$ cat config.mk
export PLATFORM = sky130hd
export DESIGN_NAME = bus_disk_write_flat
export DESIGN_NICKNAME = d
export VERILOG_FILES = /design/src/rtl/bus_disk_write_if.sv /design/src/rtl/bus_disk_write.sv /design/src/flat_wrapper.sv
export SDC_FILE = /design/constraint.sdc
export NUM_CORES = 1
export LEC_CHECK = 0
export CORE_ASPECT_RATIO = 0.7
export CORE_MARGIN = 3
export CORE_UTILIZATION = 41
export DETAILED_ROUTE_END_ITERATION = 12
export PLACE_DENSITY = 0.7
export SYNTH_ARGS = -nofsm -noshare
export SYNTH_HDL_FRONTEND = slang
export SYNTH_SLANG_ARGS = --single-unit
$ cat constraint.sdc
create_clock -name clock -period 2.05 [get_ports clock]
set_input_delay 0.615 -clock clock [delete_from_list [all_inputs] [get_ports clock]]
set_output_delay 0.615 -clock clock [all_outputs]
set_load 0.05 [all_outputs]
$ cat src/rtl/bus_disk_write_if.sv
// Bus-side signal bundle for bus_disk_write: RK05 write-gate/pulse inputs,
// drive status, and the word/strobe path towards the SDRAM controller.
// The slave modport is the write deserializer; master is whatever drives the bus.
interface bus_disk_write_if;
  logic        BUS_WT_GATE_L;
  logic        BUS_WT_DATA_CLK_L;
  logic        Selected_Ready;
  logic        write_protect;
  logic [15:0] data_length;
  logic        clkenbl_sector;
  logic        dram_write_enbl_buswrite;
  logic [15:0] dram_writedata;
  logic        load_address_buswrite;
  logic        write_indicator;
  logic        write_selected_ready;

  modport master (
    output BUS_WT_GATE_L, BUS_WT_DATA_CLK_L, Selected_Ready, write_protect,
           data_length, clkenbl_sector,
    input  dram_write_enbl_buswrite, dram_writedata, load_address_buswrite,
           write_indicator, write_selected_ready
  );

  modport slave (
    input  BUS_WT_GATE_L, BUS_WT_DATA_CLK_L, Selected_Ready, write_protect,
           data_length, clkenbl_sector,
    output dram_write_enbl_buswrite, dram_writedata, load_address_buswrite,
           write_indicator, write_selected_ready
  );
endinterface

$ cat src/rtl/bus_disk_write.sv
// bus_disk_write: RK05 write path from the interface bus.
// Decodes the combined write clock/data pulse stream while the write gate is
// active, hunts for preamble + sync, then deserializes LSB-first 16-bit words
// and strobes each one to the SDRAM controller.
//
// Optional feature macro: BUS_WRITE_CRC_CHECK_EN
//   When defined, a CRC-16 (x^16+x^15+x^2+1, init 0, LSB-first) is accumulated
//   over every data bit except the final word, the final word is compared
//   against it, and a sticky crc_error output reports a mismatch.
//
// Handshake: dram_write_enbl_buswrite is a one-clock strobe; dram_writedata is
// valid only in that clock. There is no back-pressure: the SDRAM side must
// accept every strobe. load_address_buswrite is a one-clock pulse at sync.
module bus_disk_write #(
  parameter int unsigned CELL_CLKS    = 28,
  parameter int unsigned DATA_WIN_LO  = 7,
  parameter int unsigned DATA_WIN_HI  = 21,
  parameter int unsigned TIMEOUT_CLKS = 56,
  parameter int unsigned MIN_PREAMBLE = 16
) (
  input  logic                  clock,
  input  logic                  reset_L,
  bus_disk_write_if.slave       bus,
  output logic [1:0]            dbg_state
`ifdef BUS_WRITE_CRC_CHECK_EN
  , output logic                crc_error
`endif
);

  // Reject parameter sets where the bit decision falls outside the cell.
  if (DATA_WIN_LO >= DATA_WIN_HI || DATA_WIN_HI >= CELL_CLKS || TIMEOUT_CLKS > 63)
  begin : g_bad_params
    $error("bus_disk_write: inconsistent bit-window parameters");
  end

  typedef enum logic [1:0] {
    WST0 = 2'd0,  // off
    WST1 = 2'd1,  // hunt for preamble/sync
    WST2 = 2'd2,  // data words
    WST3 = 2'd3   // postamble, wait for gate release
  } wst_t;

  localparam logic [5:0] WIN_LO    = 6'(DATA_WIN_LO);
  localparam logic [5:0] WIN_HI    = 6'(DATA_WIN_HI);
  localparam logic [5:0] TMO       = 6'(TIMEOUT_CLKS);
  localparam logic [7:0] PRE_MIN   = 8'(MIN_PREAMBLE);
  localparam logic [5:0] IND_LOAD  = 6'd20;

  // Synchronizers and edge detect
  logic [3:0] gate_sync, pulse_sync;
  logic       gate_s, pulse_s, pulse_s_d, pulse_edge;

  assign gate_s  = ~gate_sync[3];
  assign pulse_s = ~pulse_sync[3];

  // Bus inputs idle high, so the chains reset to the inactive level.
  always_ff @(posedge clock or negedge reset_L) begin
    if (!reset_L) begin
      gate_sync  <= 4'hF;
      pulse_sync <= 4'hF;
      pulse_s_d  <= 1'b0;
      pulse_edge <= 1'b0;
    end else begin
      gate_sync  <= {gate_sync[2:0], bus.BUS_WT_GATE_L};
      pulse_sync <= {pulse_sync[2:0], bus.BUS_WT_DATA_CLK_L};
      pulse_s_d  <= pulse_s;
      pulse_edge <= pulse_s & ~pulse_s_d;
    end
  end

  // Bit decoder
  logic [5:0] cell_timer;
  logic       data_seen, locked;
  logic       clk_pulse, bit_strobe, bit_value;

  assign clk_pulse  = pulse_edge && (!locked || cell_timer >= WIN_HI);
  assign bit_strobe = locked && (cell_timer == WIN_HI);
  assign bit_value  = data_seen;

  // Classify each pulse edge as clock, data or glitch by its position in the cell.
  always_ff @(posedge clock or negedge reset_L) begin
    if (!reset_L) begin
      cell_timer <= 6'd0;
      data_seen  <= 1'b0;
      locked     <= 1'b0;
    end else if (clk_pulse) begin
      cell_timer <= 6'd0;
      data_seen  <= 1'b0;
      locked     <= 1'b1;
    end else begin
      if (cell_timer != 6'd63) cell_timer <= cell_timer + 6'd1;
      // Not a clock pulse here means locked and below WIN_HI.
      if (pulse_edge && cell_timer >= WIN_LO) data_seen <= 1'b1;
      if (cell_timer == TMO) locked <= 1'b0;
    end
  end

  // Word assembly state machine
  wst_t        state;
  logic [7:0]  zero_count;
  logic [3:0]  bit_count;
  logic [11:0] wordcount;
  logic [15:0] shreg, word_next, wdata_r;
  logic        wr_en_r, load_addr_r, run_ok;

  assign word_next = {bit_value, shreg[15:1]};
  assign run_ok    = gate_s && bus.Selected_Ready;
  assign dbg_state = state;

  wire unused_len_bits = ^bus.data_length[3:0];

`ifdef BUS_WRITE_CRC_CHECK_EN
  logic [15:0] crc;

  function automatic logic [15:0] crc_step(input logic [15:0] c, input logic b);
    logic fb;
    fb = c[0] ^ b;
    return (c >> 1) ^ (fb ? 16'hA001 : 16'h0000);
  endfunction
`endif

  // Sequence hunt -> data -> postamble; a gate or ready drop always wins.
  always_ff @(posedge clock or negedge reset_L) begin
    if (!reset_L) begin
      state       <= WST0;
      zero_count  <= 8'd0;
      bit_count   <= 4'd0;
      wordcount   <= 12'd0;
      shreg       <= 16'd0;
      wdata_r     <= 16'd0;
      wr_en_r     <= 1'b0;
      load_addr_r <= 1'b0;
`ifdef BUS_WRITE_CRC_CHECK_EN
      crc         <= 16'd0;
      crc_error   <= 1'b0;
`endif
    end else begin
      wr_en_r     <= 1'b0;
      load_addr_r <= 1'b0;
      if (state != WST0 && !run_ok) begin
        state <= WST0;
      end else begin
        case (state)
          WST0: begin
            if (run_ok && !bus.write_protect) begin
              state      <= WST1;
              zero_count <= 8'd0;
`ifdef BUS_WRITE_CRC_CHECK_EN
              crc_error  <= 1'b0;
`endif
            end
          end
          WST1: begin
            if (bit_strobe) begin
              if (!bit_value) begin
                if (zero_count != 8'hFF) zero_count <= zero_count + 8'd1;
              end else if (zero_count >= PRE_MIN) begin
                load_addr_r <= 1'b1;
                wordcount   <= (bus.data_length[15:4] == 12'd0) ? 12'd1
                                                                : bus.data_length[15:4];
                bit_count   <= 4'd0;
                state       <= WST2;
`ifdef BUS_WRITE_CRC_CHECK_EN
                crc         <= 16'd0;
`endif
              end else begin
                zero_count <= 8'd0;
              end
            end
          end
          WST2: begin
            if (bit_strobe) begin
              shreg     <= word_next;
              bit_count <= bit_count + 4'd1;
`ifdef BUS_WRITE_CRC_CHECK_EN
              if (wordcount != 12'd1) crc <= crc_step(crc, bit_value);
`endif
              if (bit_count == 4'd15) begin
                wdata_r   <= word_next;
                wr_en_r   <= 1'b1;
                wordcount <= wordcount - 12'd1;
                if (wordcount == 12'd1) begin
                  state <= WST3;
`ifdef BUS_WRITE_CRC_CHECK_EN
                  if (word_next != crc) crc_error <= 1'b1;
`endif
                end
              end
            end
          end
          WST3: begin
            // Postamble bits are ignored; gate release is handled above.
          end
          default: state <= WST0;
        endcase
      end
    end
  end

  assign bus.dram_write_enbl_buswrite = wr_en_r;
  assign bus.dram_writedata           = wdata_r;
  assign bus.load_address_buswrite    = load_addr_r;

  // Front-panel WT indicator with sector-tick decay
  logic [5:0] ind_cnt;
  logic       ind_r, wsr_r;

  always_ff @(posedge clock or negedge reset_L) begin
    if (!reset_L) begin
      ind_cnt <= 6'd0;
      ind_r   <= 1'b0;
      wsr_r   <= 1'b0;
    end else begin
      if (run_ok) ind_cnt <= IND_LOAD;
      else if (bus.clkenbl_sector && ind_cnt != 6'd0) ind_cnt <= ind_cnt - 6'd1;
      ind_r <= (ind_cnt != 6'd0);
      wsr_r <= run_ok;
    end
  end

  assign bus.write_indicator      = ind_r;
  assign bus.write_selected_ready = wsr_r;

endmodule
$ cat src/flat_wrapper.sv
// flat-port wrapper written by rule: the top's interface ports become plain ports
module bus_disk_write_flat 
#(
  parameter int unsigned CELL_CLKS    = 28,
  parameter int unsigned DATA_WIN_LO  = 7,
  parameter int unsigned DATA_WIN_HI  = 21,
  parameter int unsigned TIMEOUT_CLKS = 56,
  parameter int unsigned MIN_PREAMBLE = 16
)
  (clock, reset_L, dbg_state, bus_BUS_WT_GATE_L, bus_BUS_WT_DATA_CLK_L, bus_Selected_Ready, bus_write_protect, bus_data_length, bus_clkenbl_sector, bus_dram_write_enbl_buswrite, bus_dram_writedata, bus_load_address_buswrite, bus_write_indicator, bus_write_selected_ready);
  bus_disk_write_if bus_i ();
  input  logic clock;
  input  logic reset_L;
  output logic [1:0] dbg_state;
  input wire logic [$bits(bus_i.BUS_WT_GATE_L)-1:0] bus_BUS_WT_GATE_L;
  input wire logic [$bits(bus_i.BUS_WT_DATA_CLK_L)-1:0] bus_BUS_WT_DATA_CLK_L;
  input wire logic [$bits(bus_i.Selected_Ready)-1:0] bus_Selected_Ready;
  input wire logic [$bits(bus_i.write_protect)-1:0] bus_write_protect;
  input wire logic [$bits(bus_i.data_length)-1:0] bus_data_length;
  input wire logic [$bits(bus_i.clkenbl_sector)-1:0] bus_clkenbl_sector;
  output wire logic [$bits(bus_i.dram_write_enbl_buswrite)-1:0] bus_dram_write_enbl_buswrite;
  output wire logic [$bits(bus_i.dram_writedata)-1:0] bus_dram_writedata;
  output wire logic [$bits(bus_i.load_address_buswrite)-1:0] bus_load_address_buswrite;
  output wire logic [$bits(bus_i.write_indicator)-1:0] bus_write_indicator;
  output wire logic [$bits(bus_i.write_selected_ready)-1:0] bus_write_selected_ready;
  assign bus_i.BUS_WT_GATE_L = bus_BUS_WT_GATE_L;
  assign bus_i.BUS_WT_DATA_CLK_L = bus_BUS_WT_DATA_CLK_L;
  assign bus_i.Selected_Ready = bus_Selected_Ready;
  assign bus_i.write_protect = bus_write_protect;
  assign bus_i.data_length = bus_data_length;
  assign bus_i.clkenbl_sector = bus_clkenbl_sector;
  assign bus_dram_write_enbl_buswrite = bus_i.dram_write_enbl_buswrite;
  assign bus_dram_writedata = bus_i.dram_writedata;
  assign bus_load_address_buswrite = bus_i.load_address_buswrite;
  assign bus_write_indicator = bus_i.write_indicator;
  assign bus_write_selected_ready = bus_i.write_selected_ready;
  bus_disk_write #(.CELL_CLKS(CELL_CLKS), .DATA_WIN_LO(DATA_WIN_LO), .DATA_WIN_HI(DATA_WIN_HI), .TIMEOUT_CLKS(TIMEOUT_CLKS), .MIN_PREAMBLE(MIN_PREAMBLE)) u_core (.clock(clock), .reset_L(reset_L), .bus(bus_i), .dbg_state(dbg_state));
endmodule
==> After elaboration in Yosys (flattened, before gate mapping) <==
Index checks and enable logic that the tools add are counted.
W data, S select, Z words.
{ "word_totals": {"register_bits": 86, "latchBits": 0, "mem_bits_rw": 0, "romBits": 0, "in_bits": 23, "output_inout_bits": 22, "word_cells": 126, "memories": 0} }
{ "op_classes": {"addsub": 5, "multipliers": 0, "n_div": 0, "magnitude_cmp": 3, "n_eq_ne": 23, "n_shift": 0, "n_mux": 44, "bitwise_logic": 5, "reduce_logical": 28} }
{ "op_table": {"columns": ["cell", "count"], "rows": [
  ["$mux W12", 6],
  ["$mux W8", 5],
  ["$mux W6", 4],
  ["$ne A3 B1 Y1 const B", 8],
  ["$pmux W12 S2", 1],
  ["$mux W2", 8],
  ["$mux W4", 4],
  ["$pmux W8 S2", 1],
  ["$reduce_bool A2 Y1", 7],
  ["$mux W1", 13],
  ["$eq A12 B1 Y1 const B", 1],
  ["$logic_not A12 Y1", 1],
  ["$ne A2 B1 Y1 const B", 6],
  ["$reduce_and A6 Y1", 2],
  ["$sub A12 B1 Y12 const B", 1],
  ["$add A8 B1 Y8 const B", 1],
  ["$ge A8 B5 Y1 const B", 1],
  ["$ne A8 B8 Y1 const B", 1],
  ["$pmux W4 S2", 1],
  ["$reduce_and A8 Y1", 1],
  ["$logic_and A1 B1 Y1", 7],
  ["$reduce_and A7 Y1", 1],
  ["$add A6 B1 Y6 const B", 1],
  ["$eq A6 B5 Y1 const B", 1],
  ["20 further kinds", 25]
]} }

==> Longest topological paths before layout <==
{ "depth": {"word_depth": 6, "mapped_depth": 10, "mapped_depth_nobuf": 7} }

==> Worst setup path before layout <==
No wires, ideal clock.
{ "synth_path": {"path_kind": "flip-flop to flip-flop", "from": "reg u_core.state[1] (netlist: u_core.dbg_state[1])", "to": "reg u_core.wordcount[11]", "setup_ns": 0.069, "arrival_time_ns": 2.199, "required_ns": 1.981, "path_slack_ns": -0.218, "stages_incl_launch_ff": 8, "n_path_buf": 0, "synth_period_minus_slack_ns": 2.268, "cell_sequence": "dfrtp_1 -> inv_1 -> ha_1 -> nor2_1 -> a21oi_1 -> nand4_2 -> or4b_1 -> nand3_1"} }
{ "synth_between": {"elab_chain_len": 4, "elab_cells_between_ends": 13, "classes_between": "7 x eq/ne; 1 x mux; 1 x bitwise; 4 x reduce/logical"} }
{ "synth_lines": {"columns": ["item", "line", "source"], "rows": [
  ["start: declaration", "bus_disk_write.sv:99", "wst_t state;"],
  ["start signal: assignment", "bus_disk_write.sv:125", "state <= WST0;"],
  ["start signal: assignment", "bus_disk_write.sv:141", "state <= WST0;"],
  ["start signal: assignment", "bus_disk_write.sv:146", "state <= WST1;"],
  ["branches (longest 4 deep; another with $reduce_and A7 Y1)", null, null],
  ["end signal: assignment", "bus_disk_write.sv:159", "wordcount <= (bus.data_length[15:4] == 12'd0) ? 12'd1"],
  ["end signal: assignment", "bus_disk_write.sv:181", "wordcount <= wordcount - 12'd1;"],
  ["end: declaration", "bus_disk_write.sv:102", "logic [11:0] wordcount;"]
]} }
Parallel ways; which one is timed is not known.
A chain may end at the register's enable or synchronous reset.

==> Worst setup path after layout <==
{ "layout_path": {"from": "reg u_core.zero_count[4]", "to": "reg u_core.zero_count[3]"} }
{ "layout_between": {"elab_chain_len": 3, "elab_cells_between_ends": 5, "classes_between": "1 x order compare; 3 x eq/ne; 1 x reduce/logical"} }
{ "layout_lines": {"columns": ["item", "line", "source"], "rows": [
  ["start: declaration", "bus_disk_write.sv:100", "logic [7:0] zero_count;"],
  ["start signal: assignment", "bus_disk_write.sv:156", "if (zero_count != 8'hFF) zero_count <= zero_count + 8'd1;"],
  ["$ge A8 B5 Y1 or $ne A8 B8 Y1 (tied branches)", "bus_disk_write.sv:157, bus_disk_write.sv:156", null],
  ["$ne A3 B3 Y1 (no source line) or $ne A3 B1 Y1 (tied branches)", null, null],
  ["$reduce_and A6 Y1 (no source line) *", null, null]
]} }
Every way passes the cells marked *; elsewhere a longest branch is shown, timed or not.

==> reports/results.txt <==
status = finished, violations left
failing checks = setup timing
number of global-route vias before repair = 2976
Total Die Area = 11210 um^2
Starting Density = 43.60%
DRT Pass-1 Iters = 4
sequential cell fraction of total power = 39.9%
async set-reset flop share out of synthesis = 100.0%
critical path class = reg -> reg
path depth of the worst reg2reg path = 5
clk_skew = 10.25 ps
routed vias/inst = 5.234
# diodes = 0
largest net degree at the start of global routing = 36
grt ovf = 0
port bufs = 40
Ports = 45
final setup vio count = 3
synth-to-layout area growth = 26.33%
# nets final = 483
drt total wl = 8.589 mm
Final period util = 100.8%
yosys warns = 0
switch share = 36.61%
fillers = 821
DR WL/cell = 14.91 um
R2R Setup Slk = -20 ps
pre-CTS setup slack = -240.4 ps
DRC = 0
CP arrival = 2280 ps
DP Area = 4768 um^2
Total Routing Usage GR = 16.16%
CP startpoint kind = flip-flop
vias = 3015
EDFF count, synth = 0
Post-synth top flop = dfrtp_1
Clk pwr share = 27.7%
critical-path maximum fanout = 7
Yosys cell types = 56
Sequential Area = 2143 um^2
total clock sinks = 85
fin cells = 576
worst reg2reg startpoint = u_core.zero_count[4]
combinational share of power = 32.4%
mapped cell area = 4081 um^2
die span in y = 89.48 um
final cell utilization of the core = 55.08%
worst vdd ir = 0.5689 mV
first-pass GRT wire length = 14.42 mm
Seq/Total Area, Yosys = 52.36%
die width = 125.3 um
Psw = 2102 uW
drt initial violations = 214
top cells by area, synth = dfrtp_1, mux2_2, dfstp_2
synthesized area per cell = 10.94 um^2
Power Density = 1113 nW/um^2
worst hold path type = in -> async
Clock Path Buffers = 2
Final Hold Viols = 0
Final Max Tran Viols = 0
Fmax achieved = 484.1 MHz
dpl hpwl = 5.933 mm
most frequent cell after synthesis = dfrtp_1
Critical Path Sink Type = flip-flop
num rows = 29
top cell type's share of synthesized area = 47.21%
Inst Count DP = 553
core area = 9361 um^2
Cells after Synth = 373
clk slew on worst S/H paths = 70 ps
CTS buffer count = 9
post-route cell area = 5156 um^2
most frequent cells after synthesis = dfrtp_1, nand2_1, mux2_2
CTS tree = done
GP Congestion = 0.8237
Skew-Pair Late Insertion Delay = 340 ps
#FFs+latches synth = 85
Max-slew headroom = 71.01%
slew of the pin with the lowest slew margin = 434.9 ps
unrepaired setup endpoints after global routing = true
area of the multi-input gates = 1856 um^2
largest area contributor in the netlist = dfrtp_1
P_leak = 0.002321 uW
H-tree levels = 3
Post-DRT Antenna Nets = 0
CTS Hold Bufs = 0
worst setup margin = -15.53 ps
FF-to-FF End = u_core.zero_count[3]
maxcap violations = 0
Root Driver = clkbuf_16
Internal = 3638 uW
fin crit period = 2066 ps
syn_nets = 409
layout cells sized above 1 = 30.97%
Critical Path RT = 2260 ps
initial antenna violation count = 0
[layout make-up]
type	count	area share, %
Tap cell	124	3.009
Timing Repair Buffer	77	12.59
Clock buffer	10	4.635
Clock inverter	6	1.043
Sequential cell	85	41.57
Multi-Input combinational cell	258	35.99
Inverter	16	1.165
[worst max-delay path: stages (launching register included)]
cell	delay, ps
dfrtp_2	450
o41a_1	430
o41a_1	440
nand3b_1	310
o21ai_0	220
o31ai_1	90
[power groups by stage]
stage / sequential, uW / clock, uW / combinational, uW
after floorplan: 2260 / 0 / 1240
after global placement: 2280 / 0 / 1740
after detailed placement: 2300 / 0 / 1800
after CTS: 2270 / 1630 / 1830
after global routing: 2330 / 1730 / 2080
final: 2290 / 1590 / 1860
[logic make-up after synthesis]
| kind of cell | Yosys count | share of synthesized area, % |
|---|---|---|
| buf+inv | 30 | 3.433 |
| xor+xnor | 6 | 1.288 |
| fa+ha+maj | 13 | 3.985 |
| compound gates | 78 | 12.97 |
| mux | 32 | 8.798 |
| flops | 85 | 52.36 |
| simple gates | 129 | 17.17 |
[how the worst max path moves through the flow]
stage                               startpoint                       endpoint  slack, ps  cells past startpoint
after global placement      bus_Selected_Ready           u_core.zero_count[4]       -210                      7
final                     u_core.zero_count[4]           u_core.zero_count[3]        -20                      5
after CTS                 u_core.cell_timer[1]           u_core.zero_count[0]         -1                      8
after detailed placement    bus_Selected_Ready           u_core.zero_count[3]       -240                      7
after global routing       u_core.dbg_state[1]           u_core.zero_count[0]       -100                      8
after floorplan            u_core.dbg_state[1]  u_core.bus.dram_writedata[10]         30                      8
[per-layer routing]
metal / track usage [%] / routed length, um / vias up / part of all wire (%)
li1: - / - / 1495 / -
met1: 21.69 / 4084 / 1445 / 48
met2: 25.45 / 3954 / 70 / 46
met3: 5.672 / 495 / 5 / 5.8
met4: 4.035 / 55 / 0 / 0.64
met5: 0 / 0 / - / 0
[placed cells by master, fill, tap and decap left out, drive strengths merged, types with 4 or more instances in the layout]
cell type	instances
o21ai	22
inv	20
a21oi	24
and3	5
nor2	30
nand3	19
nand2	33
o31ai	5
nor2b	4
clkbuf	10
nand2b	6
mux2	31
buf	60
dfrtp	77
ha	13
dfstp	8
nor4	4
nand4	5
a31oi	4
nor3	9
clkdlybuf4s50	17
[registers in the layout, summed over array words and instances (netlist names), 2 cells and up]
name	flops
u_core.bit_count	4
u_core.zero_count	8
u_core.gate_sync	4
u_core.pulse_sync	4
u_core.cell_timer	6
u_core.wordcount	12
u_core.ind_cnt	6
u_core.bus.dram_writedata	16
u_core.shreg	15
u_core.dbg_state	2
[metrics by stage]
step | TNS (ps) | hold WS, ps | power (uW)
2_1_floorplan | 0 | 319.4 | 3498
3_3_place_gp | -5230 | 345.5 | 4024
3_5_place_dp | -6032 | 347.2 | 4100
4_1_cts | -1.245 | 227.6 | 5730
5_1_grt | -384.9 | 238.9 | 6144
6_report | -31.70 | 214.9 | 5740
[repair_timing]
item,CTS,global route
pin swaps,1,5
buffers inserted,1,6
cloned,0,0
resized for setup,1,13
endpoints found under the setup margin,2,12
Power figures use the tool's default switching activity.
